$ cat config.mk
export PLATFORM = sky130hd
export DESIGN_NAME = mem_cfg_arbiter
export DESIGN_NICKNAME = d
export VERILOG_FILES = /design/src/rtl/mem_cfg_pkg.sv /design/src/rtl/rr_arbiter.sv /design/src/rtl/mem_cfg_arbiter.sv
export SDC_FILE = /design/constraint.sdc
export NUM_CORES = 1
export LEC_CHECK = 0
export CORE_MARGIN = 3
export CORE_UTILIZATION = 35
export CTS_BUF_LIST = sky130_fd_sc_hd__clkbuf_8
export DETAILED_ROUTE_END_ITERATION = 8
export GPL_ROUTABILITY_DRIVEN = 0
export PLACE_DENSITY = 0.7
export SLEW_MARGIN = 0
export SYNTH_ARGS = -nofsm -noshare
export SYNTH_HDL_FRONTEND = slang
export SYNTH_SLANG_ARGS = --single-unit
$ cat constraint.sdc
create_clock -name clk -period 5.2 [get_ports clk]
set_input_delay 1.04 -clock clk [delete_from_list [all_inputs] [get_ports clk]]
set_output_delay 1.04 -clock clk [all_outputs]
set_load 0.01 [all_outputs]
$ cat src/rtl/mem_cfg_pkg.sv
`default_nettype none
// ============================================================================
// mem_cfg_pkg - bus widths, direction codes and arbiter state type
// Revision 1.0
// ============================================================================
package mem_cfg_pkg;
    localparam int   MEM_ADDR_W = 8;
    localparam int   MEM_DATA_W = 8;
    localparam logic WR         = 1'b1;
    localparam logic RD         = 1'b0;

    typedef enum logic [1:0] {
        IDLE = 2'd0,
        BUSY = 2'd1,
        DONE = 2'd2
    } arb_state_t;
endpackage
`default_nettype wire

$ cat src/rtl/rr_arbiter.sv
`default_nettype none
// ============================================================================
// rr_arbiter - combinational round-robin pick, first request at or above ptr
// Revision 1.0
// ============================================================================
module rr_arbiter #(
    parameter int N_REQ = 4,
    localparam int IDX_W = $clog2(N_REQ)
) (
    input  logic [N_REQ-1:0] req_i,
    input  logic [IDX_W-1:0] ptr_i,
    output logic [N_REQ-1:0] grant_o,
    output logic [IDX_W-1:0] idx_o
);
    logic [IDX_W:0]   w_sum;
    logic [IDX_W-1:0] w_pos;

    // Scan from farthest to nearest so the nearest asserted request wins.
    always_comb begin
        grant_o = '0;
        idx_o   = '0;
        w_sum   = '0;
        w_pos   = '0;
        for (int k = N_REQ - 1; k >= 0; k--) begin
            w_sum = {1'b0, ptr_i} + (IDX_W + 1)'(k);
            if (w_sum >= (IDX_W + 1)'(N_REQ)) begin
                w_sum = w_sum - (IDX_W + 1)'(N_REQ);
            end
            w_pos = w_sum[IDX_W-1:0];
            if (req_i[w_pos]) begin
                grant_o        = '0;
                grant_o[w_pos] = 1'b1;
                idx_o          = w_pos;
            end
        end
    end
endmodule
`default_nettype wire

$ cat src/rtl/mem_cfg_arbiter.sv
`default_nettype none
// ============================================================================
// mem_cfg_arbiter - round-robin sharing of the memory/config bus, one
// transaction at a time with ack-or-timeout completion.  Revision 1.0
// ============================================================================
module mem_cfg_arbiter
    import mem_cfg_pkg::*;
#(
    parameter int N_REQ   = 4,
    parameter int TIMEOUT = 16
) (
    input  logic                        clk,
    input  logic                        rst_n,
    input  logic [N_REQ-1:0]            req,
    input  logic [N_REQ*MEM_ADDR_W-1:0] req_addr,
    input  logic [N_REQ*MEM_DATA_W-1:0] req_wdata,
    input  logic [N_REQ-1:0]            req_wr_rd_s,
    output logic [N_REQ-1:0]            done,
    output logic [MEM_DATA_W-1:0]       rsp_rdata,
    output logic                        rsp_err,
    output logic                        busy,
    output logic                        mem_sel_en,
    output logic [MEM_ADDR_W-1:0]       mem_addr,
    output logic [MEM_DATA_W-1:0]       mem_wr_data,
    output logic                        mem_wr_rd_s,
    input  logic [MEM_DATA_W-1:0]       mem_rd_data,
    input  logic                        mem_ack
);
    localparam int IDX_W = $clog2(N_REQ);
    localparam int CNT_W = (TIMEOUT > 1) ? $clog2(TIMEOUT) : 1;

    arb_state_t             state_q, state_d;
    logic [IDX_W-1:0]       ptr_q, ptr_d;
    logic [IDX_W-1:0]       win_idx_q, win_idx_d;
    logic [N_REQ-1:0]       win_oh_q, win_oh_d;
    logic [CNT_W-1:0]       cnt_q, cnt_d;
    logic                   sel_q, sel_d;
    logic [MEM_ADDR_W-1:0]  addr_q, addr_d;
    logic [MEM_DATA_W-1:0]  wdata_q, wdata_d;
    logic                   wr_q, wr_d;
    logic [N_REQ-1:0]       done_q, done_d;
    logic [MEM_DATA_W-1:0]  rdata_q, rdata_d;
    logic                   err_q, err_d;
    logic                   busy_q, busy_d;

    logic [N_REQ-1:0]       w_grant;
    logic [IDX_W-1:0]       w_idx;
    logic [MEM_ADDR_W-1:0]  w_addr  [N_REQ];
    logic [MEM_DATA_W-1:0]  w_wdata [N_REQ];

    for (genvar i = 0; i < N_REQ; i++) begin : g_unpack
        assign w_addr[i]  = req_addr[i*MEM_ADDR_W +: MEM_ADDR_W];
        assign w_wdata[i] = req_wdata[i*MEM_DATA_W +: MEM_DATA_W];
    end

    rr_arbiter #(.N_REQ(N_REQ)) u_rr_arbiter (
        .req_i   (req),
        .ptr_i   (ptr_q),
        .grant_o (w_grant),
        .idx_o   (w_idx)
    );

    always_comb begin
        state_d   = state_q;
        ptr_d     = ptr_q;
        win_idx_d = win_idx_q;
        win_oh_d  = win_oh_q;
        cnt_d     = cnt_q;
        sel_d     = sel_q;
        addr_d    = addr_q;
        wdata_d   = wdata_q;
        wr_d      = wr_q;
        done_d    = '0;
        rdata_d   = rdata_q;
        err_d     = err_q;
        busy_d    = busy_q;
        unique case (state_q)
            IDLE: begin
                if (req != '0) begin
                    win_idx_d = w_idx;
                    win_oh_d  = w_grant;
                    addr_d    = w_addr[w_idx];
                    wdata_d   = w_wdata[w_idx];
                    wr_d      = req_wr_rd_s[w_idx];
                    sel_d     = 1'b1;
                    busy_d    = 1'b1;
                    cnt_d     = '0;
                    state_d   = BUSY;
                end
            end
            BUSY: begin
                // An ack on the expiry edge still counts as success.
                if (mem_ack) begin
                    rdata_d = (wr_q == WR) ? '0 : mem_rd_data;
                    err_d   = 1'b0;
                    sel_d   = 1'b0;
                    done_d  = win_oh_q;
                    state_d = DONE;
                end else if (cnt_q == CNT_W'(TIMEOUT - 1)) begin
                    rdata_d = '0;
                    err_d   = 1'b1;
                    sel_d   = 1'b0;
                    done_d  = win_oh_q;
                    state_d = DONE;
                end else begin
                    cnt_d = cnt_q + 1'b1;
                end
            end
            DONE: begin
                rdata_d = '0;
                err_d   = 1'b0;
                busy_d  = 1'b0;
                ptr_d   = (win_idx_q == IDX_W'(N_REQ - 1)) ? '0 : win_idx_q + 1'b1;
                state_d = IDLE;
            end
            default: state_d = IDLE;
        endcase
    end

    always_ff @(posedge clk) begin
        if (!rst_n) begin
            state_q   <= IDLE;
            ptr_q     <= '0;
            win_idx_q <= '0;
            win_oh_q  <= '0;
            cnt_q     <= '0;
            sel_q     <= 1'b0;
            addr_q    <= '0;
            wdata_q   <= '0;
            wr_q      <= RD;
            done_q    <= '0;
            rdata_q   <= '0;
            err_q     <= 1'b0;
            busy_q    <= 1'b0;
        end else begin
            state_q   <= state_d;
            ptr_q     <= ptr_d;
            win_idx_q <= win_idx_d;
            win_oh_q  <= win_oh_d;
            cnt_q     <= cnt_d;
            sel_q     <= sel_d;
            addr_q    <= addr_d;
            wdata_q   <= wdata_d;
            wr_q      <= wr_d;
            done_q    <= done_d;
            rdata_q   <= rdata_d;
            err_q     <= err_d;
            busy_q    <= busy_d;
        end
    end

    assign mem_sel_en  = sel_q;
    assign mem_addr    = addr_q;
    assign mem_wr_data = wdata_q;
    assign mem_wr_rd_s = wr_q;
    assign done        = done_q;
    assign rsp_rdata   = rdata_q;
    assign rsp_err     = err_q;
    assign busy        = busy_q;
endmodule
`default_nettype wire

After elaboration in Yosys (flattened, before gate mapping)
Index checks and enable logic that the tools add are counted.

Register bits: 46. Input port bits: 83. Output and inout port bits: 32. Word-level logic and storage cells: 120.

Mux-type cells: 59. Bitwise operators: 1. Reductions and logical operators: 16. $lt $le $gt $ge: 14. Eq/ne operators: 8. Add/sub/neg operators: 9.

Operator list (count): 8-bit 2-to-1 mux (7); 4-bit 2-to-1 mux (9); 8-bit binary-select mux with 2-bit select (2); 2-bit 2-to-1 mux (12); 8-bit one-hot mux with 2 select lines (1); 2-bit by 3-bit < comparator with 1-bit output, second input constant (5); 1-bit 2-to-1 mux (14); 3-bit greater-or-equal comparator, second input constant (4); 1-bit binary-select mux with 2-bit select (5); 2-bit AND reduction (5); 1-bit demux with 2-bit select (4); 2-bit by 1-bit greater-or-equal comparator with 1-bit output, second input constant (4); 4-bit one-hot mux with 2 select lines (1); 2-bit by 1-bit subtractor with 2-bit output, second input constant (4); 2-bit by 2-bit adder with 3-bit output, second input constant (2); 2-bit != test, second input constant (3); 1-bit one-hot mux with 2 select lines (3); 2-bit nonzero test (3); 4-bit by 1-bit adder with 4-bit output, second input constant (1); 2-bit equality test, second input constant (2); 4-bit equality test, second input constant (1); 1-bit logical AND (4); 2-bit one-hot mux with 2 select lines (1); 4-bit AND reduction (1); 9 further kinds (9).

Longest topological paths before layout
Gate-level depths: netlist of run 1.

Word-level depth: 13. Gate-level depth with buffers: 10. Gate-level depth less buffers: 8.

Cells and area by module
From an unflattened synthesis of run 1, not the netlist that was laid out.

Cells, all modules: 267. Area total of the unflattened synthesis: 2666.3 µm².

Modules (own cells, without submodules): mem_cfg_arbiter (times used 1, area an instance 2170.8 µm², sequential area each 920.9 µm², cells each 207); rr_arbiter (times used 1, area an instance 495.5 µm², sequential area each 0.0 µm², cells each 60).

Least setup slack after synthesis of run 1
OpenSTA, ideal clock, no wires.

Kind: input to register. From: in req[3]. To: reg wdata_q[2] (netlist: mem_wr_data[2]). Slack: 2.423 ns. Cell stages on the path: 7. Data required time: 5.074 ns. Buffers on the path: 1. Arrival: 2.652 ns. Library setup time: 0.126 ns. Cell sequence: mux4_1 > nor2_1 > o21ai_1 > o21bai_4 > buf_6 > mux4_2 > o2bb2ai_1.

Word-level cells in the longest chain between the ends: 10. Elaborated cells between the ends (all ways): 18. Classes of those cells: mux: 15; bitwise: 1; reduce/logical: 2.

RTL lines: from (decl) (line mem_cfg_arbiter.sv:14) `input logic [N_REQ-1:0] req,`; 1-bit binary-select mux with 2-bit select (line rr_arbiter.sv:30) `if (req_i[w_pos]) begin`; 1-bit 2-to-1 mux (implied by the code) (line rr_arbiter.sv:30); 2-bit 2-to-1 mux (4 in series) (line rr_arbiter.sv:30); 2-bit inverter with 3-bit output (implied by the code) (line mem_cfg_arbiter.sv:83) `wdata_d = w_wdata[w_idx];`; 8-bit binary-select mux with 2-bit select (line mem_cfg_arbiter.sv:83); 8-bit 2-to-1 mux (implied by the code) (2 in series) (line mem_cfg_arbiter.sv:83); to (signal assigned) (line mem_cfg_arbiter.sv:143) `wdata_q <= wdata_d;`; to (decl) (line mem_cfg_arbiter.sv:39) `logic [MEM_DATA_W-1:0] wdata_q, wdata_d;`.

Parallel ways exist; a longest one is shown, timed or not. The select of a mux whose other input is x is not followed. A chain may end at the register's enable or synchronous reset.

Worst setup path after layout of run 1
From: in req[3]. To: reg wdata_q[1] (netlist: mem_wr_data[1]).

Same word-level chain as after synthesis.

==> tab_implementation.tex, run 1 <==
\begin{tabular}{lr}
\hline
Metric & Value \\
\hline
\multicolumn{2}{l}{\textbf{Clock tree}} \\
Sinks on Clock Net & 46 \\
Clock tree buffer depth & 2 \\
Number of H-tree branching levels & 2 \\
CTS clk-pin slew, worst paths & 0.09 ns \\
Clock buffers created by TritonCTS & 5 \\
CTS tree & done \\
Quantity of hold-fixing buffers added after cts & 0 \\
Latest clock arrival within the worst-skew pair & 0.30 ns \\
Number of instances resized during post-cts repair & 0 \\
Root cell of the clock tree & sky130\_fd\_sc\_hd\_\_clkbuf\_8 \\
\# Post-CTS Setup Buffers & 0 \\
\multicolumn{2}{l}{\textbf{STA}} \\
Transition at the pin with the smallest max-transition slack & 1.011 ns \\
RSZ-0062 raised after global routing & false \\
Period minus WS final & 3.542 ns \\
Share of the clock period used by the worst path & 68.12\% \\
Largest clock skew in the final design & 0.01348 ns \\
Max-slew violation count & 0 \\
Setup TNS & 0 ns \\
Slew headroom & 32.06\% \\
Min setup slack post-route & 1.658 ns \\
Final Setup Violations & 0 \\
Hold Violations, Final & 0 \\
Max Freq & 0.2823 GHz \\
\multicolumn{2}{l}{\textbf{Placement}} \\
Detailed Place HPWL & 5141 um \\
Number of port buffers & 114 \\
Setup Slack @ Placement & 1.324 ns \\
\multicolumn{2}{l}{\textbf{Detailed routing}} \\
Detailed-routing iteration count for the pre-antenna-repair pass & 4 \\
Total via count after detailed routing & 2,314 \\
Detail Route Antenna Nets & 0 \\
DR DRC count & 0 \\
First DRT Iteration DRCs & 83 \\
Ratio of routed vias to standard cells & 5.075 \\
Overall routed net length & 6634 um \\
Average routed wire per standard cell & 14.55 um \\
\multicolumn{2}{l}{\textbf{Yosys}} \\
Library cell with the largest summed area after synthesis & sky130\_fd\_sc\_hd\_\_dfxtp\_1 \\
Proportion of netlist area held by the largest area contributor & 36.69\% \\
Register bit total from synthesis & 46 \\
Yosys synthesis warning count & 0 \\
Per-instance average area after synthesis & 9.921 um2 \\
Post-synth net total & 346 \\
Register area share after synthesis & 36.69\% \\
Synth Instances & 253 \\
Netlist area before placement & 0.002510 mm2 \\
Top cells by area in the synthesized netlist & sky130\_fd\_sc\_hd\_\_dfxtp\_1 (37\%), sky130\_fd\_sc\_hd\_\_mux4\_2 (11\%), sky130\_fd\_sc\_hd\_\_mux2i\_1 (9.6\%) \\
Post-synth cell types & 35 \\
\multicolumn{2}{l}{\textbf{Floorplanning}} \\
Core Region & 0.006869 mm2 \\
Number of placement rows & 30 \\
Num ports & 115 \\
Vertical die dimension & 90.68 um \\
Horizontal die dimension & 90.68 um \\
Effective utilization at floorplan & 36.54\% \\
Overall die area & 0.008223 mm2 \\
\multicolumn{2}{l}{\textbf{Global route}} \\
Number of global-route vias before repair & 2,298 \\
Number of antenna violations at the first check in global routing & 0 \\
Aggregate global-route resource usage & 15.69\% \\
Largest net degree at the start of global routing & 26 \\
GRT Max-Usage Layer & met2 \\
Global-route wire length before repair & 10,520 um \\
Met3 usage & 6.167\% \\
Global-route track usage on met2 & 27.36\% \\
Met1 Usage GRT & 17.49\% \\
Global route overflow & 0 \\
\multicolumn{2}{l}{\textbf{Setup path}} \\
Startpoint type of the worst setup path & primary input \\
Longest individual stage delay on the worst path & 0.68 ns \\
Crit end category & register \\
List of cells traversed by the critical path & clkdlybuf4s50\_1 > mux4\_1 > nor2\_1 > o21ai\_1 > o21bai\_4 > mux4\_2 > o2bb2ai\_1 \\
Worst endpoint required time & 5.40 ns \\
Path type of the worst setup path & in -> reg \\
Crit path arrival time & 3.74 ns \\
Crit-path leading delay family & multiplexers \\
CP Max Fanout & 25 \\
Buffer and inverter count on the worst path & 1 \\
Library cell contributing the largest single delay on the critical path & sky130\_fd\_sc\_hd\_\_mux4\_1 \\
\multicolumn{2}{l}{\textbf{Layout}} \\
Diodes inserted & 0 \\
Layout Area Growth over Synthesis & 51.50\% \\
Proportion of layout cells with a drive suffix above 1 & 6.944\% \\
Final core occ & 55.36\% \\
Layout fillers & 615 \\
Most common cell after layout, fill and taps aside & sky130\_fd\_sc\_hd\_\_clkdlybuf4s50\_1 \\
Commonest cells after routing, fill and taps aside & sky130\_fd\_sc\_hd\_\_clkdlybuf4s50\_1 (114), sky130\_fd\_sc\_hd\_\_dfxtp\_1 (46), sky130\_fd\_sc\_hd\_\_mux2i\_1 (24), sky130\_fd\_sc\_hd\_\_nor2\_1 (24), sky130\_fd\_sc\_hd\_\_o21ai\_0 (18) \\
\# nets final & 452 \\
\multicolumn{2}{l}{\textbf{Power}} \\
Power per cell area & 248.9 mW/mm2 \\
Worst vdd ir & 0.1203 mV \\
Leak Pwr & 1.384 nW \\
\multicolumn{2}{l}{\textbf{Flow run}} \\
Count of max-cap constraint violations & 0 \\
\multicolumn{2}{l}{\textbf{Status}} \\
Status & finished clean \\
\multicolumn{2}{l}{\textbf{Hold path}} \\
Worst min-delay path class & reg -> reg \\
\hline
\end{tabular}
-- layout make-up --
class                           instances  area (um2)  area share [%]
Clock buffer                            5       68.82           1.810
Multi-Input combinational cell        184        1473           38.73
Tap cell                               96       120.1           3.159
Timing Repair Buffer                  116        1156           30.40
Inverter                                6       22.52          0.5923
Sequential cell                        46       920.9           24.22
Clock inverter                          3       41.29           1.086
-- power by group --
group	internal [mW]	leakage [nW]	total [mW]	switching, mW
sequential	0.384	0.378	0.405	0.0218
combinational	0.163	0.950	0.278	0.115
clock	0.142	0.0556	0.263	0.122
total	0.688	1.38	0.947	0.258
-- metrics by stage --
stage / cells / hold WS, ns / total power [mW] / cell area, um2
2_1_floorplan: 253 / 0.4242 / 0.5602 / 2510
3_3_place_gp: 448 / 0.4377 / 0.6891 / 3692
3_5_place_dp: 448 / 0.4364 / 0.6928 / 3692
4_1_cts: 456 / 0.4570 / 0.9579 / 3802
5_1_grt: 456 / 0.4808 / 0.9952 / 3802
6_report: 456 / 0.4573 / 0.9465 / 3802
-- worst paths after layout --
check	from	to	slack [ns]	cells past startpoint
min	win_oh_q[2]	done[2]	0.46	1
max reg2reg	ptr_q[0]	mem_wr_data[1]	1.92	8
min reg2reg	win_oh_q[2]	done[2]	0.46	1
max	req[3]	mem_wr_data[1]	1.66	7
-- Yosys cell counts --
| cell | number |
|---|---|
| sky130_fd_sc_hd__dfxtp_1 | 46 |
| sky130_fd_sc_hd__and3_1 | 1 |
| sky130_fd_sc_hd__nand2b_1 | 3 |
| sky130_fd_sc_hd__o21ai_0 | 18 |
| sky130_fd_sc_hd__nand3b_1 | 1 |
| sky130_fd_sc_hd__a211oi_1 | 1 |
| sky130_fd_sc_hd__o21ai_1 | 2 |
| sky130_fd_sc_hd__and2_1 | 5 |
| sky130_fd_sc_hd__a221oi_1 | 7 |
| sky130_fd_sc_hd__mux4_1 | 1 |
| sky130_fd_sc_hd__buf_6 | 4 |
| sky130_fd_sc_hd__mux2i_1 | 24 |
| sky130_fd_sc_hd__nor2_1 | 24 |
| sky130_fd_sc_hd__o22a_1 | 1 |
| sky130_fd_sc_hd__o21a_1 | 3 |
| sky130_fd_sc_hd__nor4_1 | 2 |
| sky130_fd_sc_hd__inv_1 | 6 |
| sky130_fd_sc_hd__a21oi_1 | 12 |
| sky130_fd_sc_hd__nand3_1 | 1 |
| sky130_fd_sc_hd__o21bai_4 | 1 |
| sky130_fd_sc_hd__nor3b_1 | 2 |
| sky130_fd_sc_hd__a22oi_1 | 12 |
| sky130_fd_sc_hd__mux4_2 | 12 |
| sky130_fd_sc_hd__clkbuf_1 | 12 |
| sky130_fd_sc_hd__ha_1 | 10 |
| sky130_fd_sc_hd__nor3_1 | 5 |
| sky130_fd_sc_hd__nand2_1 | 16 |
| sky130_fd_sc_hd__o22ai_1 | 1 |
| sky130_fd_sc_hd__and2b_1 | 1 |
| sky130_fd_sc_hd__nor2b_1 | 5 |
| sky130_fd_sc_hd__a31oi_1 | 1 |
| sky130_fd_sc_hd__mux2_2 | 1 |
| sky130_fd_sc_hd__buf_8 | 1 |
| sky130_fd_sc_hd__o2bb2ai_1 | 10 |
| sky130_fd_sc_hd__a22o_1 | 1 |
-- metal layers --
layer	up-vias	share of wire (%)
met3	11	8.4
met5	-	0
met1	1071	40
li1	1149	-
met2	83	50
met4	0	1.7
-- worst reg2reg max path, cell delays in order (launching register included) --
cell	delay, ns
sky130_fd_sc_hd__dfxtp_1	0.76
sky130_fd_sc_hd__inv_1	0.25
sky130_fd_sc_hd__ha_1	0.44
sky130_fd_sc_hd__mux4_2	0.43
sky130_fd_sc_hd__nand2b_1	0.19
sky130_fd_sc_hd__a21oi_1	0.16
sky130_fd_sc_hd__o21bai_4	0.39
sky130_fd_sc_hd__mux4_2	0.44
sky130_fd_sc_hd__o2bb2ai_1	0.13
-- sequential cells by signal (all words and copies together) (netlist names), 4 cells and up --
| name | cells |
|---|---|
| win_oh_q | 4 |
| cnt_q | 4 |
| mem_addr | 8 |
| done | 4 |
| mem_wr_data | 8 |
| rsp_rdata | 8 |
-- cells by family (layout without fill, tap and decap cells) --
logic type / after synthesis / count (layout) / synth area share, %
AND/OR/NAND/NOR: 66 / 66 / 12.36
adder cells (fa/ha/maj): 10 / 10 / 4.985
multiplexers: 38 / 38 / 21.83
buffers and inverters: 23 / 130 / 5.084
flip-flops: 46 / 46 / 36.69
AO/OA/AOI/OAI: 70 / 70 / 19.04
Power figures use the tool's default switching activity.
==> run 2, diff against run 1 <==
PLACE_DENSITY = 0.72   (was 0.7)
clock period = 2.9 ns   (was 5.2 ns; I/O delays follow)
==> tab_implementation.tex, run 2 (synthesis results as in run 1) <==
\begin{tabular}{lr}
\hline
Metric & Value \\
\hline
\multicolumn{2}{l}{\textbf{Status}} \\
Status & finished clean \\
\multicolumn{2}{l}{\textbf{Global route}} \\
Number of global-route vias before repair & 2,357 \\
Aggregate global-route resource usage & 16.53\% \\
Global-route wire length before repair & 11,050 um \\
Global route overflow & 0 \\
Number of antenna violations at the first check in global routing & 0 \\
Largest net degree at the start of global routing & 26 \\
\multicolumn{2}{l}{\textbf{Clock tree}} \\
Clock tree buffer depth & 2 \\
Quantity of hold-fixing buffers added after cts & 0 \\
Clock buffers created by TritonCTS & 5 \\
Number of H-tree branching levels & 2 \\
Sinks on Clock Net & 46 \\
\# Post-CTS Setup Buffers & 0 \\
CTS tree & done \\
Root cell of the clock tree & sky130\_fd\_sc\_hd\_\_clkbuf\_8 \\
Number of instances resized during post-cts repair & 0 \\
CTS clk-pin slew, worst paths & 0.09 ns \\
Latest clock arrival within the worst-skew pair & 0.31 ns \\
\multicolumn{2}{l}{\textbf{STA}} \\
Transition at the pin with the smallest max-transition slack & 1.020 ns \\
Hold Violations, Final & 0 \\
Max-slew violation count & 0 \\
Largest clock skew in the final design & 0.01184 ns \\
Final Setup Violations & 0 \\
RSZ-0062 raised after global routing & false \\
Setup TNS & 0 ns \\
Slew headroom & 31.44\% \\
Share of the clock period used by the worst path & 84.34\% \\
Period minus WS final & 2.446 ns \\
Max Freq & 0.4089 GHz \\
\multicolumn{2}{l}{\textbf{Power}} \\
Worst vdd ir & 0.2122 mV \\
Power per cell area & 428.8 mW/mm2 \\
Overall power & 1.684 mW \\
Leak Pwr & 1.461 nW \\
\multicolumn{2}{l}{\textbf{Detailed routing}} \\
Total via count after detailed routing & 2,420 \\
Average routed wire per standard cell & 14.53 um \\
Overall routed net length & 6842 um \\
Detailed-routing iteration count for the pre-antenna-repair pass & 4 \\
First DRT Iteration DRCs & 106 \\
Detail Route Antenna Nets & 0 \\
DR DRC count & 0 \\
Ratio of routed vias to standard cells & 5.138 \\
\multicolumn{2}{l}{\textbf{Layout}} \\
Diodes inserted & 0 \\
Filler-free cell count of the finished design & 471 \\
Layout fillers & 589 \\
Layout Area Growth over Synthesis & 56.48\% \\
Commonest cells after routing, fill and taps aside & sky130\_fd\_sc\_hd\_\_clkdlybuf4s50\_1 (114), sky130\_fd\_sc\_hd\_\_dfxtp\_1 (46), sky130\_fd\_sc\_hd\_\_mux2i\_1 (24), sky130\_fd\_sc\_hd\_\_nor2\_1 (24), sky130\_fd\_sc\_hd\_\_o21ai\_0 (18) \\
Proportion of layout cells with a drive suffix above 1 & 10.93\% \\
Most common cell after layout, fill and taps aside & sky130\_fd\_sc\_hd\_\_clkdlybuf4s50\_1 \\
\# nets final & 467 \\
\multicolumn{2}{l}{\textbf{Floorplanning}} \\
Horizontal die dimension & 90.68 um \\
Overall die area & 0.008223 mm2 \\
Effective utilization at floorplan & 36.54\% \\
Num ports & 115 \\
Vertical die dimension & 90.68 um \\
Number of placement rows & 30 \\
Core Region & 0.006869 mm2 \\
\multicolumn{2}{l}{\textbf{Placement}} \\
Placed cell count & 463 \\
Number of port buffers & 114 \\
Detailed Place HPWL & 5297 um \\
\multicolumn{2}{l}{\textbf{Hold path}} \\
Worst min-delay path class & reg -> reg \\
\multicolumn{2}{l}{\textbf{Setup path}} \\
Path type of the worst setup path & in -> reg \\
CP Max Fanout & 25 \\
Crit end category & register \\
Worst endpoint required time & 3.10 ns \\
Crit path arrival time & 2.64 ns \\
Startpoint type of the worst setup path & primary input \\
\multicolumn{2}{l}{\textbf{Flow run}} \\
Count of max-cap constraint violations & 0 \\
\hline
\end{tabular}
run 2: cell types whose count changed in the layout (fill, tap and decap cells not counted):
cell,previous run,this run
sky130_fd_sc_hd__clkinvlp_4,1,0
sky130_fd_sc_hd__buf_12,0,2
sky130_fd_sc_hd__clkinv_4,0,1
sky130_fd_sc_hd__buf_4,2,15
sky130_fd_sc_hd__inv_1,7,6
sky130_fd_sc_hd__inv_6,0,1
sky130_fd_sc_hd__inv_8,0,1
sky130_fd_sc_hd__bufinv_16,1,0
run 2: worst max-delay path: stages:
cell                              delay (ns)
sky130_fd_sc_hd__clkdlybuf4s50_1        0.43
sky130_fd_sc_hd__mux4_1                 0.57
sky130_fd_sc_hd__nor2_1                 0.14
sky130_fd_sc_hd__o21ai_1                0.10
sky130_fd_sc_hd__o21bai_4               0.16
sky130_fd_sc_hd__buf_12                 0.21
sky130_fd_sc_hd__mux4_2                 0.31
sky130_fd_sc_hd__o2bb2ai_1              0.15
run 2: routing by layer:
layer | track usage (%) | part of all wire, %
met2 | 28.66 | 49
met4 | 5.612 | 1.5
met3 | 6.083 | 9.9
met1 | 18.61 | 39
met5 | 0 | 0
run 2: area by class of cell:
class / count / area [um2] / share of cell area, %
Multi-Input combinational cell: 184 / 1473 / 37.50
Timing Repair Buffer: 131 / 1294 / 32.94
Sequential cell: 46 / 920.9 / 23.45
Tap cell: 96 / 120.1 / 3.058
Clock buffer: 5 / 68.82 / 1.752
Clock inverter: 3 / 28.78 / 0.7327
Inverter: 6 / 22.52 / 0.5734
run 2: power breakdown:
group | switching (mW) | internal (mW)
Sequential | 0.0328 | 0.688
Clock | 0.244 | 0.180
Combinational | 0.220 | 0.319
run 2: final timing paths:
kind	startpoint	end	slack [ns]	cells after the start
worst max-delay path	req[3]	mem_addr[6]	0.45	8
worst min register to register	win_oh_q[3]	done[3]	0.45	1
worst max register to register	ptr_q[1]	mem_addr[6]	0.51	9
worst min-delay path	win_oh_q[3]	done[3]	0.45	1
run 2: through the flow:
stage	util (%)	area (um2)	setup slack, ns	hold WS, ns
floorplan	-	2510	0.3658	0.4242
global placement	55.76	3830	0.1959	0.4371
detailed placement	55.76	3830	0.1218	0.4346
CTS	57.18	3928	0.4523	0.4572
global route	57.18	3928	0.3219	0.4833
finish	57.18	3928	0.4542	0.4525
==> run 3, diff against run 2 <==
clock period = 2 ns   (was 2.9 ns; I/O delays follow)
==> tab_implementation.tex, run 3 (synthesis results as in run 1) <==
\begin{tabular}{lr}
\hline
Metric & Value \\
\hline
\multicolumn{2}{l}{\textbf{Placement}} \\
Detailed Place HPWL & 5431 um \\
Placed cell count & 470 \\
Number of port buffers & 114 \\
\multicolumn{2}{l}{\textbf{Power}} \\
Overall power & 2.474 mW \\
Worst vdd ir & 0.4411 mV \\
Leak Pwr & 1.589 nW \\
Power per cell area & 590.0 mW/mm2 \\
\multicolumn{2}{l}{\textbf{Detailed routing}} \\
Average routed wire per standard cell & 14.56 um \\
Total via count after detailed routing & 2,443 \\
First DRT Iteration DRCs & 84 \\
Overall routed net length & 7045 um \\
Detailed-routing iteration count for the pre-antenna-repair pass & 4 \\
DR DRC count & 0 \\
Detail Route Antenna Nets & 0 \\
Ratio of routed vias to standard cells & 5.048 \\
\multicolumn{2}{l}{\textbf{Layout}} \\
Diodes inserted & 0 \\
Filler-free cell count of the finished design & 484 \\
Commonest cells after routing, fill and taps aside & sky130\_fd\_sc\_hd\_\_clkdlybuf4s50\_1 (110), sky130\_fd\_sc\_hd\_\_dfxtp\_1 (44), sky130\_fd\_sc\_hd\_\_nor2\_1 (23), sky130\_fd\_sc\_hd\_\_buf\_4 (23), sky130\_fd\_sc\_hd\_\_mux2i\_1 (22) \\
\# nets final & 481 \\
Most common cell after layout, fill and taps aside & sky130\_fd\_sc\_hd\_\_clkdlybuf4s50\_1 \\
Proportion of layout cells with a drive suffix above 1 & 18.56\% \\
Layout Area Growth over Synthesis & 67.05\% \\
\multicolumn{2}{l}{\textbf{Setup path}} \\
Path type of the worst setup path & reg -> reg \\
Start point of the critical path & ptr\_q[0] \\
Slack of the worst reg-to-reg path & -0.21 ns \\
Capturing element of the worst setup path & mem\_wr\_data[4] \\
Startpoint type of the worst setup path & register \\
Crit path arrival time & 2.39 ns \\
Endpoint of the worst-slack reg-to-reg timing path & mem\_wr\_data[4] \\
Crit end category & register \\
CP Max Fanout & 6 \\
Cell count of the worst reg-to-reg path & 9 \\
Startpoint of the lowest-slack register-to-register path & ptr\_q[0] \\
Worst endpoint required time & 2.18 ns \\
\multicolumn{2}{l}{\textbf{STA}} \\
Share of the clock period used by the worst path & 110.7\% \\
RSZ-0062 raised after global routing & true \\
Period minus WS final & 2.214 ns \\
Setup TNS & -3.208 ns \\
Final Setup Violations & 18 \\
Slew headroom & 30.77\% \\
Hold Violations, Final & 0 \\
Max Freq & 0.4517 GHz \\
Largest clock skew in the final design & 0.01053 ns \\
Hold Slack & 0.4514 ns \\
Min setup slack post-route & -0.2137 ns \\
Max-slew violation count & 0 \\
Transition at the pin with the smallest max-transition slack & 1.030 ns \\
\multicolumn{2}{l}{\textbf{Floorplanning}} \\
Core Region & 0.006869 mm2 \\
Horizontal die dimension & 90.68 um \\
Overall die area & 0.008223 mm2 \\
Vertical die dimension & 90.68 um \\
Number of placement rows & 30 \\
Effective utilization at floorplan & 36.54\% \\
Num ports & 115 \\
\multicolumn{2}{l}{\textbf{Clock tree}} \\
Clock tree buffer depth & 2 \\
Root cell of the clock tree & sky130\_fd\_sc\_hd\_\_clkbuf\_8 \\
Sinks on Clock Net & 46 \\
Quantity of hold-fixing buffers added after cts & 0 \\
Latest clock arrival within the worst-skew pair & 0.30 ns \\
Clock buffers created by TritonCTS & 5 \\
Number of H-tree branching levels & 2 \\
CTS clk-pin slew, worst paths & 0.08 ns \\
CTS tree & done \\
\multicolumn{2}{l}{\textbf{Global route}} \\
Aggregate global-route resource usage & 17.14\% \\
Global route overflow & 0 \\
Number of global-route vias before repair & 2,517 \\
Largest net degree at the start of global routing & 24 \\
Global-route wire length before repair & 11,450 um \\
Number of antenna violations at the first check in global routing & 0 \\
\multicolumn{2}{l}{\textbf{Status}} \\
Failing checks & setup timing \\
Status & complete, but fails checks \\
\multicolumn{2}{l}{\textbf{Flow run}} \\
Count of max-cap constraint violations & 0 \\
\multicolumn{2}{l}{\textbf{Hold path}} \\
Worst min-delay path class & reg -> reg \\
\hline
\end{tabular}
## run 3: layout make-up
class,count,area [um2]
sequential,46,925.9
tap,96,120.1
clock buffer,5,68.82
fill,558,2676
clock inverter,2,10.01
timing repair buffer,145,1471
multi-input combinational,184,1567
inverter,6,30.03
## run 3: worst min-delay path by stage
stage                               from        endpoint  cells after the start
after global placement       win_oh_q[0]         done[0]                      1
after detailed placement     win_oh_q[3]         done[3]                      1
after CTS                    win_oh_q[3]         done[3]                      1
final                        win_oh_q[3]         done[3]                      1
after global routing      mem_wr_data[2]  mem_wr_data[2]                      2
after floorplan              win_oh_q[0]         done[0]                      1
## run 3: critical path, stage by stage, from the launching register on
cell and delay (ns):
sky130_fd_sc_hd__dfxtp_4 0.42, sky130_fd_sc_hd__buf_6 0.11, sky130_fd_sc_hd__mux4_2 0.56, sky130_fd_sc_hd__nor2_4 0.13, sky130_fd_sc_hd__o21ai_4 0.06, sky130_fd_sc_hd__o21bai_4 0.20
sky130_fd_sc_hd__buf_12 0.15, sky130_fd_sc_hd__buf_16 0.12, sky130_fd_sc_hd__mux2i_1 0.25, sky130_fd_sc_hd__a221oi_2 0.09
## run 3: stage by stage
step	utilization, %	instance area (um2)	setup slack, ns
finish	61.04	4193	-0.2137
CTS	60.02	4123	-0.2138
global placement	57.10	3923	-0.5663
global route	61.04	4193	-0.3372
floorplan	-	2569	-0.2714
detailed placement	57.10	3923	-0.6297
## run 3: repair_timing
item	CTS	global route
pin swaps	7	4
hold endpoints to repair	0	0
gates cloned	2	1
buffers inserted	3	1
endpoints found under the setup margin	26	31
gates resized for setup	18	12
## run 3: per-layer routing
layer | up-vias | GRT usage [%] | routed length [um]
met2 | 91 | 31.07 | 3560
li1 | 1208 | - | -
met1 | 1139 | 18.43 | 2753
met3 | 5 | 6.500 | 658
met5 | - | 0 | 0
met4 | 0 | 4.847 | 74
## run 3: power by group
part | internal [mW] | switching (mW)
sequential | 0.997 | 0.0527
combinational | 0.546 | 0.348
clock | 0.235 | 0.295
